**src/rtl/pipeline_stall_controller_pkg.sv**
```systemverilog
// Shared ISA field positions, opcode/aluop constants and the mul/div FSM state
// type used by the pipeline interlock logic.
package pipeline_stall_controller_pkg;

   localparam int OPCODE_HI = 31;
   localparam int OPCODE_LO = 27;
   localparam int RD_HI     = 26;
   localparam int RD_LO     = 22;
   localparam int RS_HI     = 21;
   localparam int RS_LO     = 17;
   localparam int RT_HI     = 16;
   localparam int RT_LO     = 12;
   localparam int ALUOP_HI  = 6;
   localparam int ALUOP_LO  = 2;

   localparam logic [4:0] OP_ALU  = 5'b00000;
   localparam logic [4:0] OP_BNE  = 5'b00010;
   localparam logic [4:0] OP_JR   = 5'b00100;
   localparam logic [4:0] OP_ADDI = 5'b00101;
   localparam logic [4:0] OP_BLT  = 5'b00110;
   localparam logic [4:0] OP_SW   = 5'b00111;
   localparam logic [4:0] OP_LW   = 5'b01000;

   localparam logic [4:0] ALU_SLL = 5'b00100;
   localparam logic [4:0] ALU_SRA = 5'b00101;
   localparam logic [4:0] ALU_MUL = 5'b00110;
   localparam logic [4:0] ALU_DIV = 5'b00111;

   typedef enum logic [1:0] {
      MD_IDLE = 2'd0,
      MD_BUSY = 2'd1,
      MD_DONE = 2'd2
   } md_state_t;

endpackage

```
**src/rtl/pipeline_stall_controller_if.sv**
```systemverilog
// Bundle between the pipeline latches / multdiv unit (master) and the stall
// controller (slave).
interface pipeline_stall_controller_if;
   logic [31:0] inFD;
   logic [31:0] inDX;
   logic        flush;
   logic        data_resultRDY;
   logic        data_exception;
   logic        ctrl_MULT;
   logic        ctrl_DIV;
   logic        stallPC;
   logic        stallFD;
   logic        stallDX;
   logic        nopFD;
   logic        nopDX;
   logic        nopXM;
   logic        mdDone;
   logic        mdExc;

   modport master (
      output inFD, inDX, flush, data_resultRDY, data_exception,
      input  ctrl_MULT, ctrl_DIV, stallPC, stallFD, stallDX,
             nopFD, nopDX, nopXM, mdDone, mdExc
   );

   modport slave (
      input  inFD, inDX, flush, data_resultRDY, data_exception,
      output ctrl_MULT, ctrl_DIV, stallPC, stallFD, stallDX,
             nopFD, nopDX, nopXM, mdDone, mdExc
   );
endinterface

```
**src/rtl/pipeline_stall_controller_read_set.sv**
```systemverilog
// instr_read_set: combinational decode of which source registers an
// instruction reads, plus its rs/rt/rd indices.
module instr_read_set
   import pipeline_stall_controller_pkg::*;
(
   input  logic [31:0] instr,
   output logic        readsRS,
   output logic        readsRT,
   output logic        readsRD,
   output logic [4:0]  rs,
   output logic [4:0]  rt,
   output logic [4:0]  rd
);

   logic [4:0] opcode;
   logic [4:0] aluop;
   logic       unused_instr_bits;

   assign opcode = instr[OPCODE_HI:OPCODE_LO];
   assign aluop  = instr[ALUOP_HI:ALUOP_LO];
   assign rs     = instr[RS_HI:RS_LO];
   assign rt     = instr[RT_HI:RT_LO];
   assign rd     = instr[RD_HI:RD_LO];
   assign unused_instr_bits = ^{instr[11:7], instr[1:0]};

   always_comb begin
      readsRS = 1'b0;
      readsRT = 1'b0;
      readsRD = 1'b0;
      case (opcode)
         OP_ALU: begin
            readsRS = 1'b1;
            // shifts carry a shamt where rt would be
            readsRT = !((aluop == ALU_SLL) || (aluop == ALU_SRA));
         end
         OP_ADDI, OP_LW: readsRS = 1'b1;
         OP_SW, OP_BNE, OP_BLT: begin
            readsRS = 1'b1;
            readsRD = 1'b1;
         end
         OP_JR:   readsRD = 1'b1;
         default: ;
      endcase
   end

endmodule

```
**src/rtl/pipeline_stall_controller.sv**
```systemverilog
// Pipeline interlock: load-use bubble, mul/div freeze handshake, branch flush.
// Define STALL_PERF_CNT_EN to add the loadUseCount/mdStallCount perf ports.
module pipeline_stall_controller
   import pipeline_stall_controller_pkg::*;
#(
   parameter int MD_TIMEOUT = 40,
   parameter int CNT_W      = 6
) (
   input logic clock,
   input logic reset,
   pipeline_stall_controller_if.slave bus
`ifdef STALL_PERF_CNT_EN
   ,
   output logic [31:0] loadUseCount,
   output logic [31:0] mdStallCount
`endif
);

   md_state_t        state_reg;
   logic [CNT_W-1:0] cnt_reg;
   logic             exc_reg;

   logic [4:0] dx_opcode;
   logic [4:0] dx_rd;
   logic [4:0] dx_aluop;
   logic       dx_lw;
   logic       dx_mul;
   logic       dx_div;
   logic       unused_dx_bits;

   assign dx_opcode = bus.inDX[OPCODE_HI:OPCODE_LO];
   assign dx_rd     = bus.inDX[RD_HI:RD_LO];
   assign dx_aluop  = bus.inDX[ALUOP_HI:ALUOP_LO];
   assign dx_lw     = (dx_opcode == OP_LW);
   assign dx_mul    = (dx_opcode == OP_ALU) && (dx_aluop == ALU_MUL);
   assign dx_div    = (dx_opcode == OP_ALU) && (dx_aluop == ALU_DIV);
   assign unused_dx_bits = ^{bus.inDX[21:7], bus.inDX[1:0]};

   logic       fd_reads_rs;
   logic       fd_reads_rt;
   logic       fd_reads_rd;
   logic [4:0] fd_rs;
   logic [4:0] fd_rt;
   logic [4:0] fd_rd;

   instr_read_set u_fd_read_set (
      .instr   (bus.inFD),
      .readsRS (fd_reads_rs),
      .readsRT (fd_reads_rt),
      .readsRD (fd_reads_rd),
      .rs      (fd_rs),
      .rt      (fd_rt),
      .rd      (fd_rd)
   );

   logic [2:0] reads_vec;
   logic [4:0] idx_vec [3];
   logic [2:0] match_vec;

   assign reads_vec  = {fd_reads_rd, fd_reads_rt, fd_reads_rs};
   assign idx_vec[0] = fd_rs;
   assign idx_vec[1] = fd_rt;
   assign idx_vec[2] = fd_rd;

   generate
      for (genvar gi = 0; gi < 3; gi++) begin : g_match
         assign match_vec[gi] = reads_vec[gi] && (idx_vec[gi] == dx_rd);
      end
   endgenerate

   logic load_use_hazard;
   logic md_idle;
   logic load_use;
   logic flush_act;
   logic md_start;
   logic md_busy;
   logic md_done;
   logic timeout_hit;

   assign load_use_hazard = dx_lw && (dx_rd != 5'd0) && (|match_vec);

   // Every output is gated by reset so nothing leaks while it is held low,
   // even if the state register still shows BUSY on the first reset cycle.
   assign md_idle   = reset && (state_reg == MD_IDLE);
   assign md_busy   = reset && (state_reg == MD_BUSY);
   assign md_done   = reset && (state_reg == MD_DONE);
   assign flush_act = md_idle && bus.flush;
   assign load_use  = md_idle && !bus.flush && load_use_hazard;
   assign md_start  = md_idle && !bus.flush && (dx_mul || dx_div);

   assign timeout_hit = (cnt_reg == CNT_W'(MD_TIMEOUT - 1));

   assign bus.ctrl_MULT = md_start && dx_mul;
   assign bus.ctrl_DIV  = md_start && dx_div;
   assign bus.stallPC   = load_use || md_start || md_busy;
   assign bus.stallFD   = load_use || md_start || md_busy;
   assign bus.stallDX   = md_start || md_busy;
   assign bus.nopFD     = flush_act;
   assign bus.nopDX     = flush_act || load_use;
   assign bus.nopXM     = md_start || md_busy;
   assign bus.mdDone    = md_done;
   assign bus.mdExc     = md_done && exc_reg;

   always_ff @(posedge clock) begin
      if (!reset) begin
         state_reg <= MD_IDLE;
         cnt_reg   <= '0;
         exc_reg   <= 1'b0;
      end else begin
         case (state_reg)
            MD_IDLE: begin
               if (md_start) begin
                  state_reg <= MD_BUSY;
                  cnt_reg   <= '0;
               end
            end
            MD_BUSY: begin
               cnt_reg <= cnt_reg + 1'b1;
               // a result arriving on the timeout cycle still counts as a result
               if (bus.data_resultRDY) begin
                  state_reg <= MD_DONE;
                  exc_reg   <= bus.data_exception;
               end else if (timeout_hit) begin
                  state_reg <= MD_DONE;
                  exc_reg   <= 1'b1;
               end
            end
            MD_DONE: state_reg <= MD_IDLE;
            default: state_reg <= MD_IDLE;
         endcase
      end
   end

`ifdef STALL_PERF_CNT_EN
   logic [31:0] load_use_count_reg;
   logic [31:0] md_stall_count_reg;

   always_ff @(posedge clock) begin
      if (!reset) begin
         load_use_count_reg <= '0;
         md_stall_count_reg <= '0;
      end else begin
         if (load_use && (load_use_count_reg != '1))
            load_use_count_reg <= load_use_count_reg + 32'd1;
         if (md_busy && (md_stall_count_reg != '1))
            md_stall_count_reg <= md_stall_count_reg + 32'd1;
      end
   end

   assign loadUseCount = load_use_count_reg;
   assign mdStallCount = md_stall_count_reg;
`endif

endmodule
```
**src/flat_wrapper.sv**
```systemverilog
// flat-port wrapper written by rule: the top's interface ports become plain ports
module pipeline_stall_controller_flat import pipeline_stall_controller_pkg::*;
#(
   parameter int MD_TIMEOUT = 40,
   parameter int CNT_W      = 6
)
  (clock, reset, bus_inFD, bus_inDX, bus_flush, bus_data_resultRDY, bus_data_exception, bus_ctrl_MULT, bus_ctrl_DIV, bus_stallPC, bus_stallFD, bus_stallDX, bus_nopFD, bus_nopDX, bus_nopXM, bus_mdDone, bus_mdExc);
  pipeline_stall_controller_if bus_i ();
  input logic clock;
  input logic reset;
  input wire logic [$bits(bus_i.inFD)-1:0] bus_inFD;
  input wire logic [$bits(bus_i.inDX)-1:0] bus_inDX;
  input wire logic [$bits(bus_i.flush)-1:0] bus_flush;
  input wire logic [$bits(bus_i.data_resultRDY)-1:0] bus_data_resultRDY;
  input wire logic [$bits(bus_i.data_exception)-1:0] bus_data_exception;
  output wire logic [$bits(bus_i.ctrl_MULT)-1:0] bus_ctrl_MULT;
  output wire logic [$bits(bus_i.ctrl_DIV)-1:0] bus_ctrl_DIV;
  output wire logic [$bits(bus_i.stallPC)-1:0] bus_stallPC;
  output wire logic [$bits(bus_i.stallFD)-1:0] bus_stallFD;
  output wire logic [$bits(bus_i.stallDX)-1:0] bus_stallDX;
  output wire logic [$bits(bus_i.nopFD)-1:0] bus_nopFD;
  output wire logic [$bits(bus_i.nopDX)-1:0] bus_nopDX;
  output wire logic [$bits(bus_i.nopXM)-1:0] bus_nopXM;
  output wire logic [$bits(bus_i.mdDone)-1:0] bus_mdDone;
  output wire logic [$bits(bus_i.mdExc)-1:0] bus_mdExc;
  assign bus_i.inFD = bus_inFD;
  assign bus_i.inDX = bus_inDX;
  assign bus_i.flush = bus_flush;
  assign bus_i.data_resultRDY = bus_data_resultRDY;
  assign bus_i.data_exception = bus_data_exception;
  assign bus_ctrl_MULT = bus_i.ctrl_MULT;
  assign bus_ctrl_DIV = bus_i.ctrl_DIV;
  assign bus_stallPC = bus_i.stallPC;
  assign bus_stallFD = bus_i.stallFD;
  assign bus_stallDX = bus_i.stallDX;
  assign bus_nopFD = bus_i.nopFD;
  assign bus_nopDX = bus_i.nopDX;
  assign bus_nopXM = bus_i.nopXM;
  assign bus_mdDone = bus_i.mdDone;
  assign bus_mdExc = bus_i.mdExc;
  pipeline_stall_controller #(.MD_TIMEOUT(MD_TIMEOUT), .CNT_W(CNT_W)) u_core (.clock(clock), .reset(reset), .bus(bus_i));
endmodule
```
**config.mk**
```make
export PLATFORM = sky130hd
export DESIGN_NAME = pipeline_stall_controller_flat
export DESIGN_NICKNAME = d
export VERILOG_FILES = /design/src/rtl/pipeline_stall_controller_pkg.sv /design/src/rtl/pipeline_stall_controller_if.sv /design/src/rtl/pipeline_stall_controller_read_set.sv /design/src/rtl/pipeline_stall_controller.sv /design/src/flat_wrapper.sv
export SDC_FILE = /design/constraint.sdc
export NUM_CORES = 1
export LEC_CHECK = 0
export ABC_AREA = 0
export ABC_CLOCK_PERIOD_IN_PS = 2300
export BUFFER_PORTS_ARGS = -buffer_cell sky130_fd_sc_hd__buf_4
export CAP_MARGIN = 20
export CORE_MARGIN = 5
export CORE_UTILIZATION = 35
export CTS_CLUSTER_SIZE = 10
export DETAILED_ROUTE_END_ITERATION = 7
export PLACE_DENSITY = 0.79
export SLEW_MARGIN = 40
export SYNTH_ARGS = -nofsm -noshare
export SYNTH_HDL_FRONTEND = slang
export SYNTH_SLANG_ARGS = --single-unit
```
**constraint.sdc**
```tcl
create_clock -name clock -period 2.3 [get_ports clock]
set_input_delay 0.345 -clock clock [delete_from_list [all_inputs] [get_ports clock]]
set_output_delay 0.345 -clock clock [all_outputs]
set_load 0.02 [all_outputs]
```
Yosys cells after proc, flatten, opt, wreduce, memory -nomap -nowiden
Index checks and enable logic that the tools add are counted.
{"block": "word_totals", "register_bits": 9, "out_inout_bits": 10}
{"block": "op_classes", "n_addsub": 1, "eq_ne": 19, "muxes": 11, "reduce_logical": 37}
{"cell": "equality test 5 x 3 -> 1 bit, second input constant", "n": 8}
{"cell": "logical AND 1 bit", "n": 17}
{"cell": "equality test 5 bit", "n": 3}
{"cell": "case mux 6 bit (2 select lines)", "n": 1}
{"cell": "equality test 5 x 4 -> 1 bit, second input constant", "n": 2}
{"cell": "zero test 5 bit", "n": 2}
{"cell": "adder 6 x 1 -> 6 bit, second input constant", "n": 1}
{"cell": "equality test 6 bit, second input constant", "n": 1}
{"cell": "logical OR 1 bit", "n": 6}
{"cell": "2-to-1 mux 2 bit", "n": 3}
{"cell": "2-to-1 mux 6 bit", "n": 1}
{"cell": "AND reduction 2 bit", "n": 3}
{"cell": "OR reduction 6 bit", "n": 1}
{"cell": "equality test 5 x 2 -> 1 bit, second input constant", "n": 1}
{"cell": "2-to-1 mux 1 bit", "n": 5}
{"cell": "nonzero test 5 bit", "n": 1}
{"cell": "case mux 2 bit (2 select lines)", "n": 1}
{"cell": "nonzero test 2 bit", "n": 2}
{"cell": "OR reduction 4 bit", "n": 1}
{"cell": "inequality test 3 x 2 -> 1 bit, second input constant", "n": 1}
{"cell": "OR reduction 3 bit", "n": 1}
{"cell": "equality test 2 x 1 -> 1 bit, second input constant", "n": 1}
{"cell": "equality test 2 bit, second input constant", "n": 1}
{"cell": "zero test 1 bit", "n": 2}
{"cell": "other kinds (2)", "n": 2}

Logic depth before layout (Yosys ltp)
Gate-level depths: netlist of the first run.
{"block": "depth", "ltp_word": 10, "depth_mapped": 6, "mapped_depth_nobuf": 5}

Modules after synthesis
A second synthesis of the first run with hierarchy kept.
{"block": "hier_totals", "hier_cells": 113, "area_unflattened_um2": 907.1}
{"module": "pipeline_stall_controller", "n_inst": 1, "cells_per_inst": 89, "area_each_um2": 730.7, "seq_area_each_um2": 180.2}
{"module": "instr_read_set", "n_inst": 1, "cells_per_inst": 24, "area_each_um2": 176.4, "seq_area_each_um2": 0.0}

Worst setup path before layout of the first run
Ideal clock, no wire load.
{"block": "synth_path", "path_type": "input-to-output", "from": "input port bus_inDX[28]", "to": "output port bus_stallPC", "t_arrival_ps": 2067, "required_time_ps": 1955, "slack_ps": -112, "stages": 6, "path_buffers": 1, "cell_sequence": "or4_4 > nor4_4 > nor2_1 > nor3b_2 > nand3b_1 > buf_4"}
{"block": "synth_via", "elab_chain_len": 6, "elab_cells_between_ends": 11, "cone_classes": "1 x eq/ne; 10 x reduce/logical"}
{"element": "start: declaration", "line": "flat_wrapper.sv:12", "rtl": "input wire logic [$bits(bus_i.inDX)-1:0] bus_inDX;"}
{"element": "equality test 5 x 4 -> 1 bit / zero test 5 bit (equally long branches)", "line": "pipeline_stall_controller.sv:34, pipeline_stall_controller.sv:35, pipeline_stall_controller.sv:36"}
{"element": "logical AND 1 bit, on equally long branches", "line": "pipeline_stall_controller.sv:80, pipeline_stall_controller.sv:35, pipeline_stall_controller.sv:36"}
{"element": "logical AND 1 bit / logical OR 1 bit (equally long branches)", "line": "pipeline_stall_controller.sv:80, pipeline_stall_controller.sv:89"}
{"element": "logical AND 1 bit, on equally long branches", "line": "pipeline_stall_controller.sv:88, pipeline_stall_controller.sv:89"}
{"element": "logical OR 1 bit * (2 in a row)"}
{"element": "end: declaration", "line": "flat_wrapper.sv:18", "rtl": "output wire logic [$bits(bus_i.stallPC)-1:0] bus_stallPC;"}
Mark *: on every way between the ends. The rest lies on a longest branch, timed or not.

Worst setup path in the final report of the first run
{"block": "layout_path", "from": "input port bus_inDX[28]", "to": "output port bus_stallFD"}
{"block": "layout_via", "elab_chain_len": 6, "elab_cells_between_ends": 11, "cone_classes": "1 x eq/ne; 10 x reduce/logical"}
{"element": "equality test 5 x 4 -> 1 bit / zero test 5 bit (equally long branches)", "line": "pipeline_stall_controller.sv:34, pipeline_stall_controller.sv:35, pipeline_stall_controller.sv:36"}
{"element": "logical AND 1 bit, on equally long branches", "line": "pipeline_stall_controller.sv:80, pipeline_stall_controller.sv:35, pipeline_stall_controller.sv:36"}
{"element": "logical AND 1 bit / logical OR 1 bit (equally long branches)", "line": "pipeline_stall_controller.sv:80, pipeline_stall_controller.sv:89"}
{"element": "logical AND 1 bit, on equally long branches", "line": "pipeline_stall_controller.sv:88, pipeline_stall_controller.sv:89"}
{"element": "logical OR 1 bit * (2 in a row)", "line": "pipeline_stall_controller.sv:96", "rtl": "assign bus.stallFD = load_use || md_start || md_busy;"}
{"element": "end: declaration", "line": "flat_wrapper.sv:19", "rtl": "output wire logic [$bits(bus_i.stallFD)-1:0] bus_stallFD;"}
Marked as above.

==> flow_summary_export.csv, run 1 <==
group,metric,value,unit
global_route,antenna_found_initial,0,
clocking,clk_path_buf_depth,2,
setup_path,cp_max_fo,3,
clocking,postCtsHoldBufs,0,
sta,max_freq,439.0,MHz
global_route,grt_max_degree,14,
die,die_h,57.35,µm
die,dieArea,3288,µm²
layout,final_cells,183,
setup_path,arrival,1.93,ns
yosys,yosysSeqAreaShare,22.97,%
power_and_ir_drop,clockPowerShare,31.0,%
sta,maxSlewHeadroom,67.98,%
sta,finalHoldViolations,0,
yosys,synth.distinct_cells,40,
placed_design,dp_hpwl,2015,µm
clocking,clk_pin_slew,0.06,ns
sta,slew_violations,0,
layout,design_area,1266,µm²
setup_path,cp-startpoint,"bus_inDX[28]",
yosys,synth_nets,168,
sta,setup_violations,0,
setup_path,crit_path_end,"bus_stallFD",
sta,clock-skew-final,0.007506,ns
die,core.rowCount,17,
placed_design,port_buffers,53,
yosys,ys_ff_latch,9,
route,vias_per_cell,5.082,
setup_path,r2r_start,"u_core.state_reg[0]",
die,core,2170,µm²
sta,post-route-min-period,2.278,ns
power_and_ir_drop,intPower,296.0,µW
power_and_ir_drop,peakVddDrop,0.2450,mV
die,start_util,36.16,%
setup_path,end_kind,"primary output",
setup_path,ff2ff_path_depth,4,
route,ant_nets,0,
global_route,grt_pass1_vias,877,
die,die_w,57.35,µm
yosys,synth_ff_type,"dfxtp_1",
power_and_ir_drop,switchingPower,100.9,µW
route,drc_errors,0,
layout,final_common_cell,"buf_4",
power_and_ir_drop,switching_share,25.43,%
sta,tightest_slew,0.4793,ns
layout,mostFrequentLayoutCells,"buf_4 (57), nand2_1 (9), xor2_1 (9), dfxtp_1 (9)",
sta,whs,0.3386,ns
power_and_ir_drop,cellPowerDensity,313.5,nW/µm²
clocking,cts_tree,"built",
layout,syn_to_final_growth,61.40,%
status,status,"completed",
run,maxCapViolCount,0,
yosys,ys_warn_count,0,
route,first_pass_iters,4,
placed_design,place_inst,177,
yosys,syn_area_per_cell,8.005,µm²
setup_path,regToRegSetupSlack,0.88,ns
global_route,grt_pass1_wl,3898,µm
yosys,netlist_instances,98,
route,totalWireLength,2448,µm
route,drt_iter0_markers,26,
power_and_ir_drop,seqPwrFrac,39.3,%
power_and_ir_drop,pwr-share-comb,29.8,%
setup_path,r2r-end,"u_core.cnt_reg[4]",
clocking,clock_latency,0.26,ns
layout,antenna_cells,0,
layout,post_route_cells_drive_above_1_share,43.87,%
die,io_pins,79,
layout,fillers,200,
yosys,synth_edf_count,0,
power_and_ir_drop,leakagePower,0.5618,nW
route,dr_total_vias,930,
setup_path,worstSetupPathType,"input port to primary output",
global_route,track_usage,14.68,%
placed_design,gp_congestion,0.8625,
clocking,clock-sinks,9,
clocking,root_buffer,"clkbuf_4",
layout,largest_reg_flops,6,
placed_design,place_area,1219,µm²
layout,nNetsFinal,226,
yosys,synthArstFlopShare,0,%
setup_path,startpoint_type,"input port",
clocking,cts_made_buffers,3,
route,wl_per_cell,13.38,µm
sta,rsz0062_at_grt,"yes",
global_route,gr-total-overflow,0,
setup_path,crit_required,1.96,ns
worst_hold_path,hold_class,"input port to flop",
clocking,h-tree-depth,1,
yosys,syn-cell-area,784.5,µm²
sta,fin_crit_sh,99.04,%
-- repair_timing --
action,CTS,global route
setup endpoints to repair,0,3
setup buffers,0,2
resized for setup,0,1
-- routing by layer --
metal,GRT usage [%],wire length (µm)
met3,4.072,240
met1,17.32,961
met2,25.32,1217
met5,0,0
met4,4.967,29
-- cell type report --
cell class | count | area, µm² | share of cell area (%)
multi-input combinational | 83 | 589.3 | 46.54
timing repair buffer | 57 | 427.9 | 33.79
sequential | 9 | 180.2 | 14.23
tap | 28 | 35.03 | 2.767
clock buffer | 4 | 26.28 | 2.075
inverter | 2 | 7.507 | 0.5929
-- through the flow --
step	power (mW)	setup slack (ns)	util, %	setup TNS (ns)
6_report	0.3970	0.02207	58.36	0
5_1_grt	0.4208	-0.06539	58.36	-0.1281
4_1_cts	0.3972	0.03041	57.38	0
3_5_place_dp	0.2762	0.03050	56.17	0
3_3_place_gp	0.2735	0.05827	56.17	0
2_1_floorplan	0.1986	-0.05139	-	-0.05139
-- worst max-delay path, stage by stage --
cell      delay [ns]
buf_4           0.11
or4_4           0.55
nor4_4          0.33
nor2_2          0.08
nor3b_4         0.21
nand3b_1        0.15
buf_4           0.15
-- how the worst min path moves through the flow --
stage / from / endpoint / slack [ns] / depth (start not counted)
floorplan: u_core.cnt_reg[5] / u_core.cnt_reg[5] / 0.43 / 1
global placement: u_core.cnt_reg[5] / u_core.cnt_reg[5] / 0.46 / 1
detailed placement: u_core.cnt_reg[5] / u_core.cnt_reg[5] / 0.47 / 1
CTS: bus_data_exception / u_core.exc_reg / 0.34 / 2
global route: bus_data_exception / u_core.exc_reg / 0.35 / 2
finish: bus_data_exception / u_core.exc_reg / 0.34 / 2
-- cell usage after synthesis (2+ instances only) --
cell type	n	area share, %
xnor2_1	7	7.8
nor3b_1	2	1.9
nor3_1	2	1.3
buf_4	2	1.9
nand3_1	4	2.6
a21oi_1	2	1.3
dfxtp_1	9	23
nand2b_1	2	1.6
clkbuf_1	2	0.96
a31oi_1	2	1.6
nand3b_1	4	3.8
xor2_1	9	10
o21ai_0	4	2.6
nand2_1	9	4.3
and2_1	2	1.6
nor2_1	8	3.8
nand4_1	2	1.6
nor4_1	3	2.4
inv_1	2	0.96
-- kinds of logic (layout without fill, tap and decap cells) --
| logic type | count (synthesis) | after routing | synth area share [%] |
|---|---|---|---|
| DFF | 9 | 9 | 22.97 |
| and+or+nand+nor | 49 | 49 | 38.60 |
| AOI/OAI and AO/OA | 16 | 16 | 13.72 |
| muxes | 1 | 1 | 1.435 |
| adders and majority gates | 1 | 1 | 1.595 |
| xor gates and xnor gates | 16 | 16 | 17.86 |
| buffers and inverters | 6 | 63 | 3.828 |
-- power groups by stage --
stage	registers (mW)	clock network [mW]	logic [mW]
after floorplan	0.159	0	0.0392
after global placement	0.159	0	0.114
after detailed placement	0.159	0	0.117
after CTS	0.156	0.124	0.118
after global routing	0.156	0.137	0.128
final	0.156	0.123	0.118
Power figures use the tool's default switching activity.
==> inputs of run 2 (changes only) <==
--- a/config.mk
+++ b/config.mk
@@ -14,6 +14,7 @@
 export CTS_CLUSTER_SIZE = 10
 export DETAILED_ROUTE_END_ITERATION = 7
 export PLACE_DENSITY = 0.79
+export RECOVER_POWER = 50
 export SLEW_MARGIN = 40
 export SYNTH_ARGS = -nofsm -noshare
 export SYNTH_HDL_FRONTEND = slang
==> run 2 against run 1 <==
- worst hold slack lost 0.00056 ns
- routed wire length down 0.65%
- sequential power is essentially flat
- clock-buffer cell count unchanged
- clock power about the same
- core utilization fell by 0.52 points
- critical endpoint unchanged
- register-to-register slack hardly changed
- clock skew barely moved
- first-iteration DRC count down 3.8%
- critical path depth unchanged
- highest routed layer unchanged
- sequential cell count unchanged
==> flow_summary_export.csv, run 2 (synthesis gave the netlist of run 1 again) <==
group,metric,value,unit
route,totalWireLength,2432,µm
sta,fin_crit_sh,99.05,%
clocking,cts_tree,"built",
placed_design,dp_hpwl,2015,µm
power_and_ir_drop,leakagePower,0.5503,nW
sta,whs,0.3380,ns
sta,max_freq,438.9,MHz
sta,finalHoldViolations,0,
setup_path,crit_buf_inv,2,
die,core.rowCount,17,
setup_path,crit_chain,"buf_4, or4_4, nor4_4, nor2_2, nor3b_4, nand3b_1, buf_4",
global_route,grt_pass1_wl,3898,µm
sta,slew_violations,0,
global_route,antenna_found_initial,0,
layout,final_common_cell,"buf_4",
clocking,root_buffer,"clkbuf_4",
die,io_pins,79,
route,vias_per_cell,5.087,
layout,syn_to_final_growth,59.97,%
setup_path,slowest_delay,0.55,ns
clocking,clock-sinks,9,
power_and_ir_drop,cellPowerDensity,316.4,nW/µm²
setup_path,crit_required,1.96,ns
layout,mostFrequentLayoutCells,"buf_4 (54), nand2_1 (9), xor2_1 (9), dfxtp_1 (9)",
global_route,grt_pass1_vias,877,
setup_path,worstSetupPathType,"input port to primary output",
route,drt_iter0_markers,25,
placed_design,gp_congestion,0.8625,
route,dr_total_vias,931,
sta,maxSlewHeadroom,68.60,%
clocking,cts_made_buffers,3,
clocking,clk_pin_slew,0.06,ns
sta,setup_violations,0,
setup_path,startpoint_type,"input port",
run,maxCapViolCount,0,
route,drc_errors,0,
sta,tightest_slew,0.4701,ns
route,ant_nets,0,
sta,fin_tns_setup,0,ns
die,die_h,57.35,µm
die,dieArea,3288,µm²
global_route,track_usage,14.68,%
placed_design,port_buffers,53,
setup_path,arrival,1.93,ns
worst_hold_path,hold_class,"input port to flop",
clocking,h-tree-depth,1,
die,start_util,36.16,%
clocking,clock_latency,0.26,ns
layout,antenna_cells,0,
setup_path,crit_family,"simple AND/OR/NAND/NOR gates",
die,die_w,57.35,µm
clocking,postCtsHoldBufs,0,
route,first_pass_iters,4,
die,core,2170,µm²
setup_path,end_kind,"primary output",
setup_path,cp_slowest_cell,"or4_4",
setup_path,cp_max_fo,3,
status,status,"completed",
route,wl_per_cell,13.29,µm
global_route,gr-total-overflow,0,
clocking,clk_path_buf_depth,2,
global_route,grt_max_degree,14,
power_and_ir_drop,peakVddDrop,0.2450,mV
sta,post-route-min-period,2.278,ns
layout,nNetsFinal,226,
layout,largest_reg_flops,6,
sta,clock-skew-final,0.007366,ns
setup_path,crit_top_cell,"buf_4",
sta,rsz0062_at_grt,"yes",
layout,post_route_cells_drive_above_1_share,41.94,%
run 2: changes by cell type in the layout (fill, tap and decap cells not counted), sizes merged:
cell	previous run	this run
clkbuf	4	7
buf	57	54
run 2: worst reg2reg max path, stage by stage (launching register included):
cell and delay (ns):
dfxtp_1 0.39, nor2b_1 0.44, nand4_1 0.17, xnor2_1 0.15, and3_1 0.17
run 2: repair_timing:
item,in CTS,in global routing
endpoints found under the setup margin,0,3
gates resized for setup,0,1
buffers inserted,0,2
run 2: power by group:
part / leakage (nW) / internal (mW) / switching [mW]
Sequential: 0.0724 / 0.156 / 0.0000423
Combinational: 0.463 / 0.0733 / 0.0448
Clock: 0.0150 / 0.0669 / 0.0562
run 2: path summary, 6_finish.rpt:
check	startpoint	endpoint	slack [ns]	depth (start not counted)
max	bus_inDX[28]	bus_stallFD	0.02	7
min reg2reg	u_core.cnt_reg[1]	u_core.cnt_reg[1]	0.49	2
min	bus_data_exception	u_core.exc_reg	0.34	2
max reg2reg	u_core.state_reg[0]	u_core.cnt_reg[4]	0.88	4
run 2: layout make-up:
type | instances | area, µm²
Multi-Input combinational cell | 83 | 589.3
Tap cell | 28 | 35.03
Inverter | 2 | 7.507
Sequential cell | 9 | 180.2
Clock buffer | 4 | 26.28
Fill cell | 204 | 914.6
Timing Repair Buffer | 57 | 416.7
run 2: per-stage QoR:
step / cells / setup slack, ns / util (%) / power [mW] / cell area [µm²]
after global placement: 177 / 0.05827 / 56.17 / 0.2735 / 1219
after floorplan: 98 / -0.05139 / - / 0.1986 / 797.0
after detailed placement: 177 / 0.03050 / 56.17 / 0.2762 / 1219
after global routing: 183 / -0.06539 / 57.84 / 0.4208 / 1255
after CTS: 181 / 0.03041 / 57.38 / 0.3972 / 1245
final: 183 / 0.02180 / 57.84 / 0.3970 / 1255
run 2: per-layer routing:
layer | up-vias | GRT usage, % | part of all wire, %
met2 | 42 | 25.32 | 50
met1 | 416 | 17.32 | 39
met5 | - | 0 | 0
met4 | 0 | 4.967 | 1.1
met3 | 4 | 4.072 | 10
li1 | 469 | - | -
==> inputs of run 3 (changes only) <==
--- a/config.mk
+++ b/config.mk
@@ -13,8 +13,9 @@
 export CORE_UTILIZATION = 35
 export CTS_CLUSTER_SIZE = 10
 export DETAILED_ROUTE_END_ITERATION = 7
-export PLACE_DENSITY = 0.79
+export PLACE_DENSITY = 0.75
 export RECOVER_POWER = 50
+export SETUP_SLACK_MARGIN = 0.5
 export SLEW_MARGIN = 40
 export SYNTH_ARGS = -nofsm -noshare
 export SYNTH_HDL_FRONTEND = slang
==> run 3 against run 2 <==
- via count increased by 2.1%
- clock skew is essentially flat
- setup slack improved by 0.067 ns
- critical endpoint unchanged
- critical path type unchanged
==> flow_summary_export.csv, run 3 (synthesis gave the netlist of run 1 again) <==
group,metric,value,unit
layout,final_cells,184,
setup_path,startpoint_type,"input port",
sta,clock-skew-final,0.007733,ns
global_route,track_usage,15.78,%
power_and_ir_drop,report.power.total,400.4,µW
sta,max_freq,452.2,MHz
sta,setup_violations,0,
worst_hold_path,hold_class,"input port to flop",
route,ant_nets,0,
setup_path,r2r_start,"u_core.state_reg[0]",
placed_design,place_ws,0.03532,ns
setup_path,cp_max_fo,2,
clocking,cts_tree,"built",
layout,post_route_cells_drive_above_1_share,47.44,%
route,vias_per_cell,5.168,
status,status,"completed",
worst_hold_path,hold_path_depth,2,
setup_path,regToRegSetupSlack,1.01,ns
layout,antenna_cells,0,
route,first_pass_iters,4,
die,dieArea,3288,µm²
sta,fin_crit_sh,96.15,%
sta,tightest_slew,0.4869,ns
die,core,2170,µm²
layout,mostFrequentLayoutCells,"buf_4 (51), xor2_1 (9), nand2_1 (8), dfxtp_1 (8), xnor2_1 (7)",
layout,syn_to_final_growth,70.81,%
setup_path,r2r-end,"u_core.cnt_reg[4]",
setup_path,worstSetupPathType,"input port to primary output",
layout,largest_reg_flops,6,
die,io_pins,79,
sta,rsz0062_at_grt,"yes",
global_route,antenna_found_initial,0,
layout,nNetsFinal,227,
setup_path,end_kind,"primary output",
route,dr_total_vias,951,
sta,slew_violations,0,
global_route,gr-total-overflow,0,
placed_design,port_buffers,53,
route,wl_met2,1288,µm
sta,fin_tns_setup,0,ns
clocking,postCtsHoldBufs,0,
power_and_ir_drop,peakVddDrop,0.2801,mV
sta,finalHoldViolations,0,
power_and_ir_drop,leakagePower,0.5837,nW
clocking,clock-sinks,9,
placed_design,dp_hpwl,2004,µm
setup_path,arrival,1.87,ns
setup_path,cp_slowest_cell,"or4_4",
clocking,clk_pin_slew,0.06,ns
route,totalWireLength,2564,µm
clocking,clk_path_buf_depth,2,
sta,post-route-min-period,2.211,ns
die,start_util,36.16,%
placed_design,gp_congestion,0.8487,
setup_path,cp-startpoint,"bus_inDX[28]",
global_route,grt_pass1_wl,4160,µm
sta,maxSlewHeadroom,66.70,%
power_and_ir_drop,cellPowerDensity,298.8,nW/µm²
route,highest_layer,"met4",
setup_path,crit_chain,"buf_6, or4_4, nor4_4, nor2_2, nor3b_4, nand3b_1, buf_4",
sta,fin_ws,0.08851,ns
run,maxCapViolCount,0,
die,die_w,57.35,µm
setup_path,slowest_delay,0.56,ns
layout,final_common_cell,"buf_4",
route,wl_per_cell,13.93,µm
layout,final_util,61.76,%
global_route,grt_max_degree,14,
worst_hold_path,min_to,"u_core.exc_reg",
worst_hold_path,min-delay-start,"bus_data_exception",
setup_path,ff2ff_path_depth,5,
die,die_h,57.35,µm
route,met3_length,272,µm
setup_path,crit_required,1.96,ns
route,drt_iter0_markers,29,
clocking,clock_latency,0.26,ns
global_route,grt_pass1_vias,934,
clocking,root_buffer,"clkbuf_4",
route,met1_length,992,µm
clocking,cts_made_buffers,3,
clocking,h-tree-depth,1,
die,core.rowCount,17,
route,drc_errors,0,
placed_design,place_inst,178,
==> run 3: worst max-delay path by stage <==
stage	cells past startpoint	endpoint	slack [ns]
2_1_floorplan	6	bus_stallPC	-0.05
3_3_place_gp	7	bus_stallFD	0.09
3_5_place_dp	6	bus_stallFD	0.04
4_1_cts	7	bus_stallFD	0.10
5_1_grt	7	bus_stallPC	-0.01
6_report	7	bus_stallFD	0.09
==> run 3: stage by stage <==
stage | instance area (µm²) | hold WS, ns
2_1_floorplan | 804.5 | 0.4313
3_3_place_gp | 1234 | 0.4587
3_5_place_dp | 1234 | 0.4704
4_1_cts | 1324 | 0.3421
5_1_grt | 1340 | 0.3524
6_report | 1340 | 0.3411
==> run 3: worst max-delay path: cells and delay by family <==
family / cells / cell delay, ns
and+or+nand+nor: 5 / 1.27
buffers and inverters: 2 / 0.25
==> run 3: what timing repair did <==
item                                    in CTS  in global routing
resized for setup                           12                  3
cloned                                       0                  0
pin swaps                                    4                  5
endpoints found under the setup margin       7                  7
buffers inserted                             1                  1
==> run 3: routing by layer <==
layer / vias to the layer above / track usage [%]
li1: 473 / -
met2: 44 / 29.03
met1: 432 / 17.30
met3: 2 / 5.656
met5: - / 0
met4: 0 / 2.980
==> run 3: power breakdown <==
part	leakage (nW)	internal, mW	switching (mW)	total (mW)
logic	0.493	0.0758	0.0479	0.124
clock network	0.0177	0.0641	0.0566	0.121
registers	0.0730	0.156	0.0000552	0.156
total	0.584	0.296	0.105	0.400
==> run 3: area by class of cell <==
class	instances	area, µm²
clock buffers	3	22.52
clock inverters	1	5.005
fillers	201	829.5
inverters	2	7.507
multi-input cells	83	634.4
flip-flops and latches	9	181.4
well taps	28	35.03
repair buffers	58	454.2
